--- config.mk ---
export PLATFORM = sky130hd
export DESIGN_NAME = sync_debounce
export DESIGN_NICKNAME = d
export VERILOG_FILES = /design/src/rtl/sync_debounce_pkg.sv /design/src/rtl/debounce_channel.sv /design/src/rtl/sync_debounce.sv
export SDC_FILE = /design/constraint.sdc
export NUM_CORES = 1
export LEC_CHECK = 0
export ABC_AREA = 0
export BUFFER_PORTS_ARGS = -buffer_cell sky130_fd_sc_hd__buf_2
export CAP_MARGIN = 20
export CORE_AREA = 10 10 47 49
export CTS_BUF_LIST = sky130_fd_sc_hd__clkbuf_8
export DETAILED_ROUTE_END_ITERATION = 8
export DIE_AREA = 0 0 57 59
export PLACE_DENSITY_LB_ADDON = 0.12
export SLEW_MARGIN = 20
export SYNTH_ARGS = -nofsm -noshare
export SYNTH_HDL_FRONTEND = slang
export SYNTH_SLANG_ARGS = --single-unit
--- constraint.sdc ---
create_clock -name clk -period 1.4 [get_ports clk]
set_input_delay 0.35 -clock clk [delete_from_list [all_inputs] [get_ports clk]]
set_output_delay 0.35 -clock clk [all_outputs]
set_load 0.01 [all_outputs]
--- src/rtl/sync_debounce_pkg.sv ---
// sync_debounce_pkg
//   Shared constants and helpers for the sync_debounce block.
//   MIN_DEPTH        : smallest synchronizer depth the block will build
//   MIN_STABLE_COUNT : smallest debounce hold count the block will build
//   GLITCH_CNT_W     : width of the optional aborted-transition counter
//   clogb2()         : ceil(log2(value)), used to size the debounce counters
package sync_debounce_pkg;

  localparam int MIN_DEPTH        = 2;
  localparam int MIN_STABLE_COUNT = 1;
  localparam int GLITCH_CNT_W     = 16;

  // Smallest r with 2**r >= value. The result is never below 1, so a counter
  // sized by it always has at least one bit.
  function automatic int clogb2(input int value);
    int r;
    r = 0;
    for (int i = 0; i < 31; i++) begin
      if ((1 << i) < value) r = i + 1;
    end
    if (r < 1) r = 1;
    return r;
  endfunction

endpackage

--- src/rtl/debounce_channel.sv ---
// debounce_channel
//   Debounce filter for one synchronized bit. dout follows s only after s has
//   differed from dout for STABLE_COUNT consecutive cycles. The caller passes
//   an already clamped STABLE_COUNT (>= 1).
//   clk, resetn : clock, synchronous active-low reset
//   s           : synchronized input bit
//   dout        : debounced level
//   rise, fall  : registered one-cycle pulses, aligned with the new dout value
//   stable      : s matches dout and no count is in progress
//   abort       : a pending transition is being dropped this cycle
module debounce_channel
  import sync_debounce_pkg::*;
#(
  parameter int   STABLE_COUNT = 4,
  parameter logic RESET_VAL    = 1'b0
) (
  input  logic clk,
  input  logic resetn,
  input  logic s,
  output logic dout,
  output logic rise,
  output logic fall,
  output logic stable,
  output logic abort
);

  localparam int            CW   = clogb2(STABLE_COUNT + 1);
  localparam logic [CW-1:0] LAST = CW'(STABLE_COUNT - 1);

  logic [CW-1:0] cnt;

  always_ff @(posedge clk) begin
    if (!resetn) begin
      cnt  <= '0;
      dout <= RESET_VAL;
      rise <= 1'b0;
      fall <= 1'b0;
    end else begin
      rise <= 1'b0;
      fall <= 1'b0;
      if (s == dout) begin
        cnt <= '0;
      end else if (cnt == LAST) begin
        // s has now differed for STABLE_COUNT cycles: commit and flag the edge
        dout <= s;
        cnt  <= '0;
        rise <= s;
        fall <= ~s;
      end else begin
        cnt <= cnt + 1'b1;
      end
    end
  end

  assign stable = (s == dout) && (cnt == '0);
  assign abort  = (s == dout) && (cnt != '0);

endmodule

--- src/rtl/sync_debounce.sv ---
// sync_debounce
//   Multi-channel synchronizer with per-channel debounce and edge events.
//   Parameters: WIDTH channels, DEPTH sync stages (min 2), STABLE_COUNT hold
//   cycles (min 1), RESET_VAL reset value of the sync chain and dout.
//   clk, resetn  : clock, synchronous active-low reset
//   din          : asynchronous inputs
//   dout         : debounced, synchronized levels
//   rise, fall   : one-cycle pulses on dout 0->1 / 1->0
//   stable       : per channel, synchronized value equals dout, no count running
//   busy         : any channel not stable
//   glitch_clr   : synchronous clear of glitch_count
//   glitch_count : saturating count of cycles with at least one aborted
//                  transition
//   glitch_clr and glitch_count exist only when SYNC_DEBOUNCE_GLITCH_CNT_EN is
//   defined.
module sync_debounce
  import sync_debounce_pkg::*;
#(
  parameter int               WIDTH        = 1,
  parameter int               DEPTH        = 2,
  parameter int               STABLE_COUNT = 4,
  parameter logic [WIDTH-1:0] RESET_VAL    = {WIDTH{1'b0}}
) (
  input  logic                    clk,
  input  logic                    resetn,
  input  logic [WIDTH-1:0]        din,
`ifdef SYNC_DEBOUNCE_GLITCH_CNT_EN
  input  logic                    glitch_clr,
  output logic [GLITCH_CNT_W-1:0] glitch_count,
`endif
  output logic [WIDTH-1:0]        dout,
  output logic [WIDTH-1:0]        rise,
  output logic [WIDTH-1:0]        fall,
  output logic [WIDTH-1:0]        stable,
  output logic                    busy
);

  localparam int SYNC_DEPTH = (DEPTH < MIN_DEPTH) ? MIN_DEPTH : DEPTH;
  localparam int STABLE_EFF = (STABLE_COUNT < MIN_STABLE_COUNT) ?
                              MIN_STABLE_COUNT : STABLE_COUNT;

  // Plain flop chain; nothing may sit between stages or the metastability
  // resolution time of the chain is eaten into.
  logic [WIDTH-1:0] sync_q [SYNC_DEPTH];
  logic [WIDTH-1:0] s;
  logic [WIDTH-1:0] abort;

  always_ff @(posedge clk) begin
    if (!resetn) begin
      for (int i = 0; i < SYNC_DEPTH; i++) sync_q[i] <= RESET_VAL;
    end else begin
      sync_q[0] <= din;
      for (int i = 1; i < SYNC_DEPTH; i++) sync_q[i] <= sync_q[i-1];
    end
  end

  assign s = sync_q[SYNC_DEPTH-1];

  for (genvar i = 0; i < WIDTH; i++) begin : g_ch
    debounce_channel #(
      .STABLE_COUNT (STABLE_EFF),
      .RESET_VAL    (RESET_VAL[i])
    ) u_ch (
      .clk    (clk),
      .resetn (resetn),
      .s      (s[i]),
      .dout   (dout[i]),
      .rise   (rise[i]),
      .fall   (fall[i]),
      .stable (stable[i]),
      .abort  (abort[i])
    );
  end

  assign busy = ~&stable;

`ifdef SYNC_DEBOUNCE_GLITCH_CNT_EN
  logic [GLITCH_CNT_W-1:0] glitch_q;

  // One increment per cycle no matter how many channels abort together.
  always_ff @(posedge clk) begin
    if (!resetn) begin
      glitch_q <= '0;
    end else if (glitch_clr) begin
      glitch_q <= '0;
    end else if ((|abort) && (glitch_q != '1)) begin
      glitch_q <= glitch_q + 1'b1;
    end
  end

  assign glitch_count = glitch_q;
`else
  logic unused_abort;
  assign unused_abort = ^abort;
`endif

endmodule

==> summary.md <==
At the pin with the least slew margin, the transition time is 0.221 ns. The initial antenna violation count was 0; the horizontal die dimension was 57 um. TritonCTS built the clock tree. Upper clock frequency limit: 0.721 GHz. The HPWL after detailed placement is 466 um. The synthesized area per cell is 11.4 sq um, and the number of global-route vias before repair is 260. Global routing finished with a remaining overflow of 0. The proportion of synthesized area in mux cells came out at 0.0325. Clock transition time at the flip-flop clock pins of the worst setup and hold paths: 0.04 ns. In this run the static leakage power is 0.194 nW. The xor and xnor area share after synthesis works out to 0.0285. The run finished with clean final reports. The latest clock arrival within the worst-skew pair is 0.22 ns, and the fraction of the mapped netlist area in simple logic gates is 0.260. Counting every instance in the synthesized netlist gives 27. The detailed router placed 228 vias in this run. The number of buffer cells added on primary ports was 7. The worst setup path is launched from a register. For the post-synthesis sequential area ratio, the log shows 0.520.

The worst setup path is captured at an output port. The run gives 48 as the number of nets in the layout. The library cell used most frequently in the layout, excluding fill and tap cells, is sky130_fd_sc_hd__buf_2. The total DRC errors in the routed layout was 0.

The adder and majority gate portion of the synthesized area came out at 0.122. Classification of the worst setup path: register to output port. The logs give 0 for the number of setup violations in the final report and 0 for the count of antenna diodes in the layout.

The library cells used most frequently in the layout, excluding fill and tap cells, are 6 x sky130_fd_sc_hd__buf_2, 4 x sky130_fd_sc_hd__dfxtp_1, 3 x sky130_fd_sc_hd__inv_1, 3 x sky130_fd_sc_hd__clkbuf_8, 3 x sky130_fd_sc_hd__buf_4. After clock tree synthesis, the flow added hold-fix buffers numbering 0. The first global-routing pass estimated 979 um of wire.

The global routing usage summed across all routing layers was 0.0406; the area added between synthesis and finish was 52.0%. Across all hold checks on the routed design, the worst slack comes to 0.335 ns. The logs give 0 for the total of warnings raised by yosys and 0 for the max-capacitance violation count. Clock tree synthesis found a total of 8 sinks. No sink is reached through more buffers than the 2 on the longest clock path.

The tools report the final estimated routing congestion in global placement as 0.668. Setup repair after global routing could not meet its margin everywhere. Summing every instance area after synthesis gives 308 sq um. The tightest slew margin relative to the limit was 0.851; the detail-routed via count per cell was 4.07. Counting distinct cell types in the post-synthesis netlist gives 13. Summing internal, switching and leakage power gives 529 uW. The run gives 0 as the final number of hold-violating endpoints. In this run the standard cell core region covers 0.00140 sq mm.

The fraction of layout instances using a drive strength above 1 is 0.525. The die covers 0.00336 sq mm. For the starting utilization of the core area, the log shows 0.220.

Buffers inserted during clock tree synthesis total 3. Worst min-delay path category: input port to register. For the routed wire length, the log shows 617 um. Detailed-route wire length per cell: 11.0 um. The utilization after layout is 0.334, and the level count of the clock H-tree is 1.

The worst-case IR drop observed on VDD is 0.567 mV. The die extent in y is 59 um, and the fraction of the mapped netlist area in compound gates is 0. The violation count after the first detailed-routing iteration came out at 0. Arrival time of the worst setup path: 1.04 ns. The shortest period the worst path allows was 1.39 ns; the critical-path maximum fanout was 3. 8 I/O pins were placed. Post-route clock period utilization: 0.991. The number of nets in the synthesized netlist is 33. The iteration count of the initial detailed-routing pass came out at 1. Number of max-slew violations in the final report: 0. After synthesis the netlist holds a flip-flop and latch count of 8.

After synthesis, the largest family of logic cells by area is simple AND/OR/NAND/NOR gates. The tools report the maximum number of pins on one net before global-route repair as 8. The number of rows created at floorplan is 14, and the required time of the critical path is 1.05 ns.

For the final database, setup skew stands at 0.00111 ns. For the post-route antenna net violation count, the log shows 0. The clock tree root driver cell is sky130_fd_sc_hd__clkbuf_8. The areal power density over the cells is 1130 mW/mm^2.
[cells in the mapped netlist]
library cell | count | area share
sky130_fd_sc_hd__mux2i_1 | 1 | 0.033
sky130_fd_sc_hd__and4bb_2 | 1 | 0.041
sky130_fd_sc_hd__nor2b_1 | 1 | 0.020
sky130_fd_sc_hd__xnor2_1 | 1 | 0.028
sky130_fd_sc_hd__nor4b_1 | 2 | 0.057
sky130_fd_sc_hd__ha_1 | 3 | 0.12
sky130_fd_sc_hd__nand2_1 | 1 | 0.012
sky130_fd_sc_hd__dfxtp_1 | 8 | 0.52
sky130_fd_sc_hd__and2_1 | 2 | 0.041
sky130_fd_sc_hd__and3_2 | 1 | 0.024
sky130_fd_sc_hd__inv_1 | 3 | 0.037
sky130_fd_sc_hd__nand3_1 | 1 | 0.016
sky130_fd_sc_hd__nor3b_1 | 2 | 0.049
[layout make-up]
cell class                 instances  area, sq um
fill                             161          933
tap                               16         20.0
clock buffer                       3         41.3
inverter                           3         11.3
timing repair buffer              10         63.8
sequential                         8          170
multi-input combinational         16          161
[cell families (layout without fill, tap and decap cells)]
| kind of cell | count (synthesis) | in the layout |
|---|---|---|
| mux | 1 | 1 |
| simple gates | 11 | 11 |
| xor+xnor | 1 | 1 |
| fa+ha+maj | 3 | 3 |
| flops | 8 | 8 |
| buf+inv | 3 | 16 |
[stage by stage]
stage	area, sq um	instances	worst slack, ns	setup TNS (ns)
finish	468	56	0.0122	0
global route	468	56	-0.0341	-0.0341
floorplan	308	27	0.174	0
global placement	370	51	0.133	0
detailed placement	370	51	0.125	0
CTS	468	56	0.00622	0
[state kept, by name (all words and copies together), names as in the netlist]
register and flops:
g_ch.u_ch.dout 1, g_ch.u_ch.rise 1, g_ch.u_ch.cnt 3, sync_q 2, g_ch.u_ch.fall 1
[critical path, cell delays in order, from the launching register on]
cell and delay [ns]:
sky130_fd_sc_hd__dfxtp_4 0.35, sky130_fd_sc_hd__xnor2_4 0.17, sky130_fd_sc_hd__and3_4 0.19, sky130_fd_sc_hd__buf_6 0.09
[per-layer routing]
metal | GRT usage | vias to the layer above | routed length [um]
met5 | 0 | - | 0
met4 | 0.0503 | 0 | 0
met3 | 0.0322 | 0 | 52
met2 | 0.0605 | 6 | 314
met1 | 0.0297 | 105 | 250
li1 | - | 117 | -
[final timing paths]
check / slack [ns] / endpoint / depth (start not counted) / from
max: 0.01 / stable / 3 / sync_q[0][1]$_SDFF_PN0_
min reg2reg: 0.45 / sync_q[0][1]$_SDFF_PN0_ / 1 / sync_q[0][0]$_SDFF_PN0_
min: 0.33 / sync_q[0][0]$_SDFF_PN0_ / 2 / din
max reg2reg: 0.14 / g_ch[0].u_ch.cnt[0]$_SDFF_PP0_ / 4 / g_ch[0].u_ch.cnt[0]$_SDFF_PP0_
[power breakdown]
group	total [mW]	switching, mW	internal (mW)
combinational	0.0311	0.0115	0.0195
sequential	0.233	0.00277	0.230
clock	0.265	0.0801	0.185
[repair_timing]
item	in CTS	in global routing
pin swaps	2	0
endpoints found under the setup margin	2	1
buffers inserted	2	0
resized for setup	11	0
No activity file was read; power rests on OpenSTA's default activity.
